$ cat src/rtl/id_ex_stage.sv
// ID/EX pipeline register for the 64-bit RISC-V core, with load-use hazard
// detection, branch-flush bubble insertion and a saturating bubble counter.
module id_ex_stage #(
  parameter int unsigned DATA_W = 64,
  parameter int unsigned REG_W  = 5,
  parameter int unsigned CNT_W  = 32
) (
  input  logic              clk,
  input  logic              reset,
  input  logic              id_valid,
  input  logic              id_branch,
  input  logic              id_mem_read,
  input  logic              id_memto_reg,
  input  logic              id_mem_write,
  input  logic              id_alu_src,
  input  logic              id_reg_write,
  input  logic [1:0]        id_alu_op,
  input  logic [DATA_W-1:0] id_pc,
  input  logic [DATA_W-1:0] id_rs1_data,
  input  logic [DATA_W-1:0] id_rs2_data,
  input  logic [DATA_W-1:0] id_imm,
  input  logic [REG_W-1:0]  id_rs1,
  input  logic [REG_W-1:0]  id_rs2,
  input  logic [REG_W-1:0]  id_rd,
  input  logic [3:0]        id_funct,
  input  logic              flush,
  output logic              stall,
  output logic              ex_valid,
  output logic              ex_branch,
  output logic              ex_mem_read,
  output logic              ex_memto_reg,
  output logic              ex_mem_write,
  output logic              ex_alu_src,
  output logic              ex_reg_write,
  output logic [1:0]        ex_alu_op,
  output logic [DATA_W-1:0] ex_pc,
  output logic [DATA_W-1:0] ex_rs1_data,
  output logic [DATA_W-1:0] ex_rs2_data,
  output logic [DATA_W-1:0] ex_imm,
  output logic [REG_W-1:0]  ex_rs1,
  output logic [REG_W-1:0]  ex_rs2,
  output logic [REG_W-1:0]  ex_rd,
  output logic [3:0]        ex_funct,
  output logic [CNT_W-1:0]  bubble_count
);

  localparam logic [CNT_W-1:0] CNT_MAX = '1;

  typedef struct packed {
    logic              valid;
    logic              branch;
    logic              mem_read;
    logic              memto_reg;
    logic              mem_write;
    logic              alu_src;
    logic              reg_write;
    logic [1:0]        alu_op;
    logic [DATA_W-1:0] pc;
    logic [DATA_W-1:0] rs1_data;
    logic [DATA_W-1:0] rs2_data;
    logic [DATA_W-1:0] imm;
    logic [REG_W-1:0]  rs1;
    logic [REG_W-1:0]  rs2;
    logic [REG_W-1:0]  rd;
    logic [3:0]        funct;
  } ex_t;

  ex_t              ex_q, ex_d;
  logic [CNT_W-1:0] cnt_q, cnt_d;
  logic             rs2_used_c;
  logic             hazard_c;
  logic             bubble_c;

  // Load-use detection against the load currently sitting in EX.
  always_comb begin
    rs2_used_c = ~id_alu_src | id_mem_write;
    hazard_c   = id_valid & ex_q.valid & ex_q.mem_read & (ex_q.rd != '0) &
                 ((ex_q.rd == id_rs1) | (rs2_used_c & (ex_q.rd == id_rs2)));
    bubble_c   = flush | hazard_c;
  end

  assign stall = hazard_c & ~flush;

  // A bubble zeroes the whole bundle; otherwise decode is captured, with
  // control gated by valid so a don't-care MemtoReg never reaches EX.
  always_comb begin
    ex_d  = '0;
    cnt_d = cnt_q;
    if (bubble_c) begin
      if (cnt_q != CNT_MAX) cnt_d = cnt_q + CNT_W'(1);
    end else begin
      ex_d.valid     = id_valid;
      ex_d.branch    = id_valid & id_branch;
      ex_d.mem_read  = id_valid & id_mem_read;
      ex_d.memto_reg = id_valid & id_reg_write & id_memto_reg;
      ex_d.mem_write = id_valid & id_mem_write;
      ex_d.alu_src   = id_valid & id_alu_src;
      ex_d.reg_write = id_valid & id_reg_write;
      ex_d.alu_op    = id_valid ? id_alu_op : 2'b00;
      ex_d.pc        = id_pc;
      ex_d.rs1_data  = id_rs1_data;
      ex_d.rs2_data  = id_rs2_data;
      ex_d.imm       = id_imm;
      ex_d.rs1       = id_rs1;
      ex_d.rs2       = id_rs2;
      ex_d.rd        = id_rd;
      ex_d.funct     = id_funct;
    end
  end

  always_ff @(posedge clk) begin
    if (reset) begin
      ex_q  <= '0;
      cnt_q <= '0;
    end else begin
      ex_q  <= ex_d;
      cnt_q <= cnt_d;
    end
  end

  assign ex_valid     = ex_q.valid;
  assign ex_branch    = ex_q.branch;
  assign ex_mem_read  = ex_q.mem_read;
  assign ex_memto_reg = ex_q.memto_reg;
  assign ex_mem_write = ex_q.mem_write;
  assign ex_alu_src   = ex_q.alu_src;
  assign ex_reg_write = ex_q.reg_write;
  assign ex_alu_op    = ex_q.alu_op;
  assign ex_pc        = ex_q.pc;
  assign ex_rs1_data  = ex_q.rs1_data;
  assign ex_rs2_data  = ex_q.rs2_data;
  assign ex_imm       = ex_q.imm;
  assign ex_rs1       = ex_q.rs1;
  assign ex_rs2       = ex_q.rs2;
  assign ex_rd        = ex_q.rd;
  assign ex_funct     = ex_q.funct;
  assign bubble_count = cnt_q;

endmodule

$ cat config.mk
export PLATFORM = sky130hd
export DESIGN_NAME = id_ex_stage
export DESIGN_NICKNAME = d
export VERILOG_FILES = /design/src/rtl/id_ex_stage.sv
export SDC_FILE = /design/constraint.sdc
export NUM_CORES = 1
export LEC_CHECK = 0
export BUFFER_PORTS_ARGS = -buffer_cell sky130_fd_sc_hd__buf_2
export CAP_MARGIN = 0
export CORE_AREA = 2 2 237 239
export CTS_CLUSTER_DIAMETER = 120
export CTS_CLUSTER_SIZE = 10
export DETAILED_ROUTE_END_ITERATION = 8
export DIE_AREA = 0 0 239 241
export GPL_TIMING_DRIVEN = 0
export PLACE_DENSITY = 0.38
export SYNTH_ARGS = -nofsm -noshare
export SYNTH_HDL_FRONTEND = slang
export SYNTH_SLANG_ARGS = --single-unit
$ cat constraint.sdc
create_clock -name clk -period 2.6 [get_ports clk]
set_input_delay 0.78 -clock clk [delete_from_list [all_inputs] [get_ports clk]]
set_output_delay 0.78 -clock clk [all_outputs]
set_load 0.02 [all_outputs]
==> results.py <==
metrics = {
    "route": {
        "viasPerCell": 3.69,
        "vias": 8065,
        "post_drt_wl_per_cell_um": 18.0,
        "antenna_left": 0,
        "dr.pass1.iters": 4,
        "drc": 0,
        "drt_iter0_markers": 195,
        "finalWirelength_mm": 39.4,
    },
    "global_routing": {
        "grt_start_max_net_pins": 11,
        "grt_antenna_before_repair": 20,
        "grt_first_pass_wirelength_mm": 53.2,
        "grt_pass1_vias": 8086,
        "grt_overflow": 0,
        "grt_usage_pct": 12.7,
    },
    "sta": {
        "rsz0062_at_grt": "true",
        "finalSetupViolCount": 1,
        "finalHoldViolCount": 0,
        "timing.slew.headroom_pct": 64.1,
        "fin_crit_ps": 2790,
        "max_freq_mhz": 358,
        "min_period_over_period_pct": 107,
        "final-max-slew-violation-count": 0,
        "worst_slew_pin_slew_ps": 538,
        "finalClockSkew_ps": 20.1,
        "setup_slack_ps": -191,
    },
    "setup_path": {
        "endpoint_kind": "primary output",
        "crit_type": "flop to primary output",
        "required_ps": 1820,
        "reg2regPathDepth": 7,
        "r2r-start": "ex_rd[1]",
        "cp-start-kind": "flop",
        "rrSetupSlack_ps": 50,
        "rr_endpoint": "ex_rs2[3]",
        "cp_max_fo": 2,
        "crit_arrival_ps": 2010,
    },
    "clock_network": {
        "clkTransAtPathRegs_ps": 70,
        "cts_tree": "done",
        "clock-root-buffer": "clkbuf_16",
        "cts_sinks": 316,
        "cts_buffers": 37,
        "cts_buffer_depth": 3,
        "h-tree-depth": 2,
        "cts_hold_buf": 0,
        "clock_latency_ps": 540,
    },
    "die": {
        "ios": 604,
        "start_util_pct": 17.3,
        "core_area_um2": 54900,
        "rows": 86,
        "die_h_um": 241,
        "die_x_um": 239,
        "dieArea_um2": 57600,
    },
    "place": {
        "port_buffers": 603,
        "globalplace.congestion": 0.791,
        "dp_hpwl_mm": 31.7,
        "dp_cells": 2134,
        "pre_cts_slack_ps": -559,
    },
    "synth": {
        "ys_seq_elements": 316,
        "yosysWarnings": 0,
        "synth-edff-count": 0,
        "yosysTopAreaCell": "dfxtp_1",
        "ys_types": 39,
        "synth_area_leaders": "dfxtp_1, and2_1, clkbuf_2",
        "synth_ff_type": "dfxtp_1",
        "netlist_area_um2": 9470,
        "synth.avg_cell_area_um2": 11.5,
        "ys_seq_area_share_pct": 66.8,
        "synth.top_cell.area_share_pct": 66.8,
        "async_flop_share_pct": 0,
        "syn-num-nets": 1115,
        "syn_inst": 827,
    },
    "final_layout": {
        "nFillCells": 5943,
        "area_delta_synth_final_pct": 52.8,
        "layout.nets": 1762,
        "drive_above_1_share_pct": 47.6,
        "final_core_util_pct": 26.4,
        "fin_cells": 2187,
    },
    "min_path": {
        "min_from": "id_rs2_data[30]",
        "whs_endpoint": "ex_rs2_data[30]",
        "hp-class": "primary input to flop",
        "hold_path_depth": 2,
    },
    "power": {
        "ir_drop_uv": 408,
        "p_leak_uw": 0.00716,
        "p_per_area_nw_per_um2": 734,
    },
    "outcome": {
        "violations": "setup timing",
        "outcome": "complete, but fails checks",
    },
    "flow_run": {
        "cap_violations": 0,
    },
}
[layout make-up]
type | instances | area, um2 | share of cell area [%]
clock buffer | 37 | 926 | 6.40
tap | 704 | 881 | 6.09
clock inverter | 4 | 67.6 | 0.467
antenna | 7 | 17.5 | 0.121
buffer | 42 | 230 | 1.59
sequential | 316 | 6340 | 43.8
multi-input combinational | 465 | 2930 | 20.3
inverter | 4 | 15.0 | 0.104
timing repair buffer | 608 | 3060 | 21.2
[cell usage after synthesis, drive strengths merged, types with 2 or more instances]
library cell / instances
inv: 4
mux2: 6
nand3: 14
dfxtp: 316
nor2b: 6
nor2: 13
nor4: 8
o21ai: 16
or3: 14
buf: 7
xnor2: 11
o31ai: 8
and4: 3
and3: 11
a21oi: 24
nand4: 11
and2: 277
or4: 9
nand2: 19
nor4b: 2
clkbuf: 35
[worst max-delay path by stage]
stage | startpoint | to | slack (ps) | cells past startpoint
2_1_floorplan | id_rs2[0] | bubble_count[14] | 310 | 7
3_3_place_gp | id_rs2[2] | ex_rs2[4] | -530 | 8
3_5_place_dp | id_rs2[2] | ex_rs2[4] | -560 | 8
4_1_cts | ex_rd[3] | stall | -250 | 4
5_1_grt | ex_rd[1] | stall | -240 | 4
6_report | ex_rd[1] | stall | -190 | 4
[metal layers]
| metal | track usage (%) | vias to the layer above | part of all wire [%] |
|---|---|---|---|
| met4 | 3.86 | 10 | 2.5 |
| met3 | 4.70 | 76 | 8.3 |
| met1 | 13.9 | 3667 | 38 |
| met2 | 23.0 | 350 | 51 |
| met5 | 0 | - | 0.18 |
| li1 | - | 3962 | - |
[critical path: stages (launching register included)]
cell and delay, ps:
dfxtp_4 350, or4_4 550, o2111a_1 270, and3_1 160
buf_6 130
[repair_timing]
item / CTS / global route
endpoints found under the setup margin: 282 / 103
pin swaps: 4 / 3
buffers inserted: 3 / 2
gates resized for setup: 15 / 4
[cell families (layout without fill, tap and decap cells)]
logic type / Yosys count / after routing / synth area share (%)
AO/OA/AOI/OAI: 55 / 55 / 3.41
XOR/XNOR: 12 / 12 / 1.11
adder cells (fa/ha/maj): 1 / 1 / 0.132
buffers and inverters: 46 / 695 / 2.47
flip-flops: 316 / 316 / 66.8
multiplexers: 7 / 7 / 0.819
other: 0 / 7 / 0
AND/OR/NAND/NOR: 390 / 390 / 25.3
[power breakdown]
| group | internal (uW) | total (uW) | switching [uW] | leakage, uW |
|---|---|---|---|---|
| Sequential | 5020 | 5070 | 49.8 | 0.00259 |
| Clock | 2630 | 4620 | 1990 | 0.000489 |
| Combinational | 393 | 930 | 537 | 0.00407 |
[through the flow]
stage / hold WS (ps) / total power, uW / area (um2) / TNS, ps
after global routing: 386 / 11100 / 14500 / -2160
after CTS: 374 / 10900 / 14400 / -998
after detailed placement: 507 / 6120 / 13400 / -60350
after floorplan: 563 / 5610 / 9470 / 0
after global placement: 493 / 6120 / 13400 / -60860
final: 428 / 10600 / 14500 / -191
[layout by cell type (no fill, tap or decap), types with 2 or more instances in the layout]
cell       count
dfxtp_4        3
mux2_2         6
a21oi_1       23
nand2_1       19
xnor2_1       11
inv_6          2
clkbuf_4       4
buf_4          5
o31ai_1        8
nor4b_1        2
or3_1         14
buf_2        605
diode_2        7
nor4_1         7
buf_6          4
nor2b_1        6
or4_1          8
and3_1        11
nand3_1       14
nand4_1       10
clkbuf_2      25
inv_1          4
nor2_1        12
clkbuf_1       7
clkbuf_16     37
and2_1       277
o21ai_0       16
dfxtp_1      312
and4_1         3
Note: power is estimated with default switching activity, not from simulation.
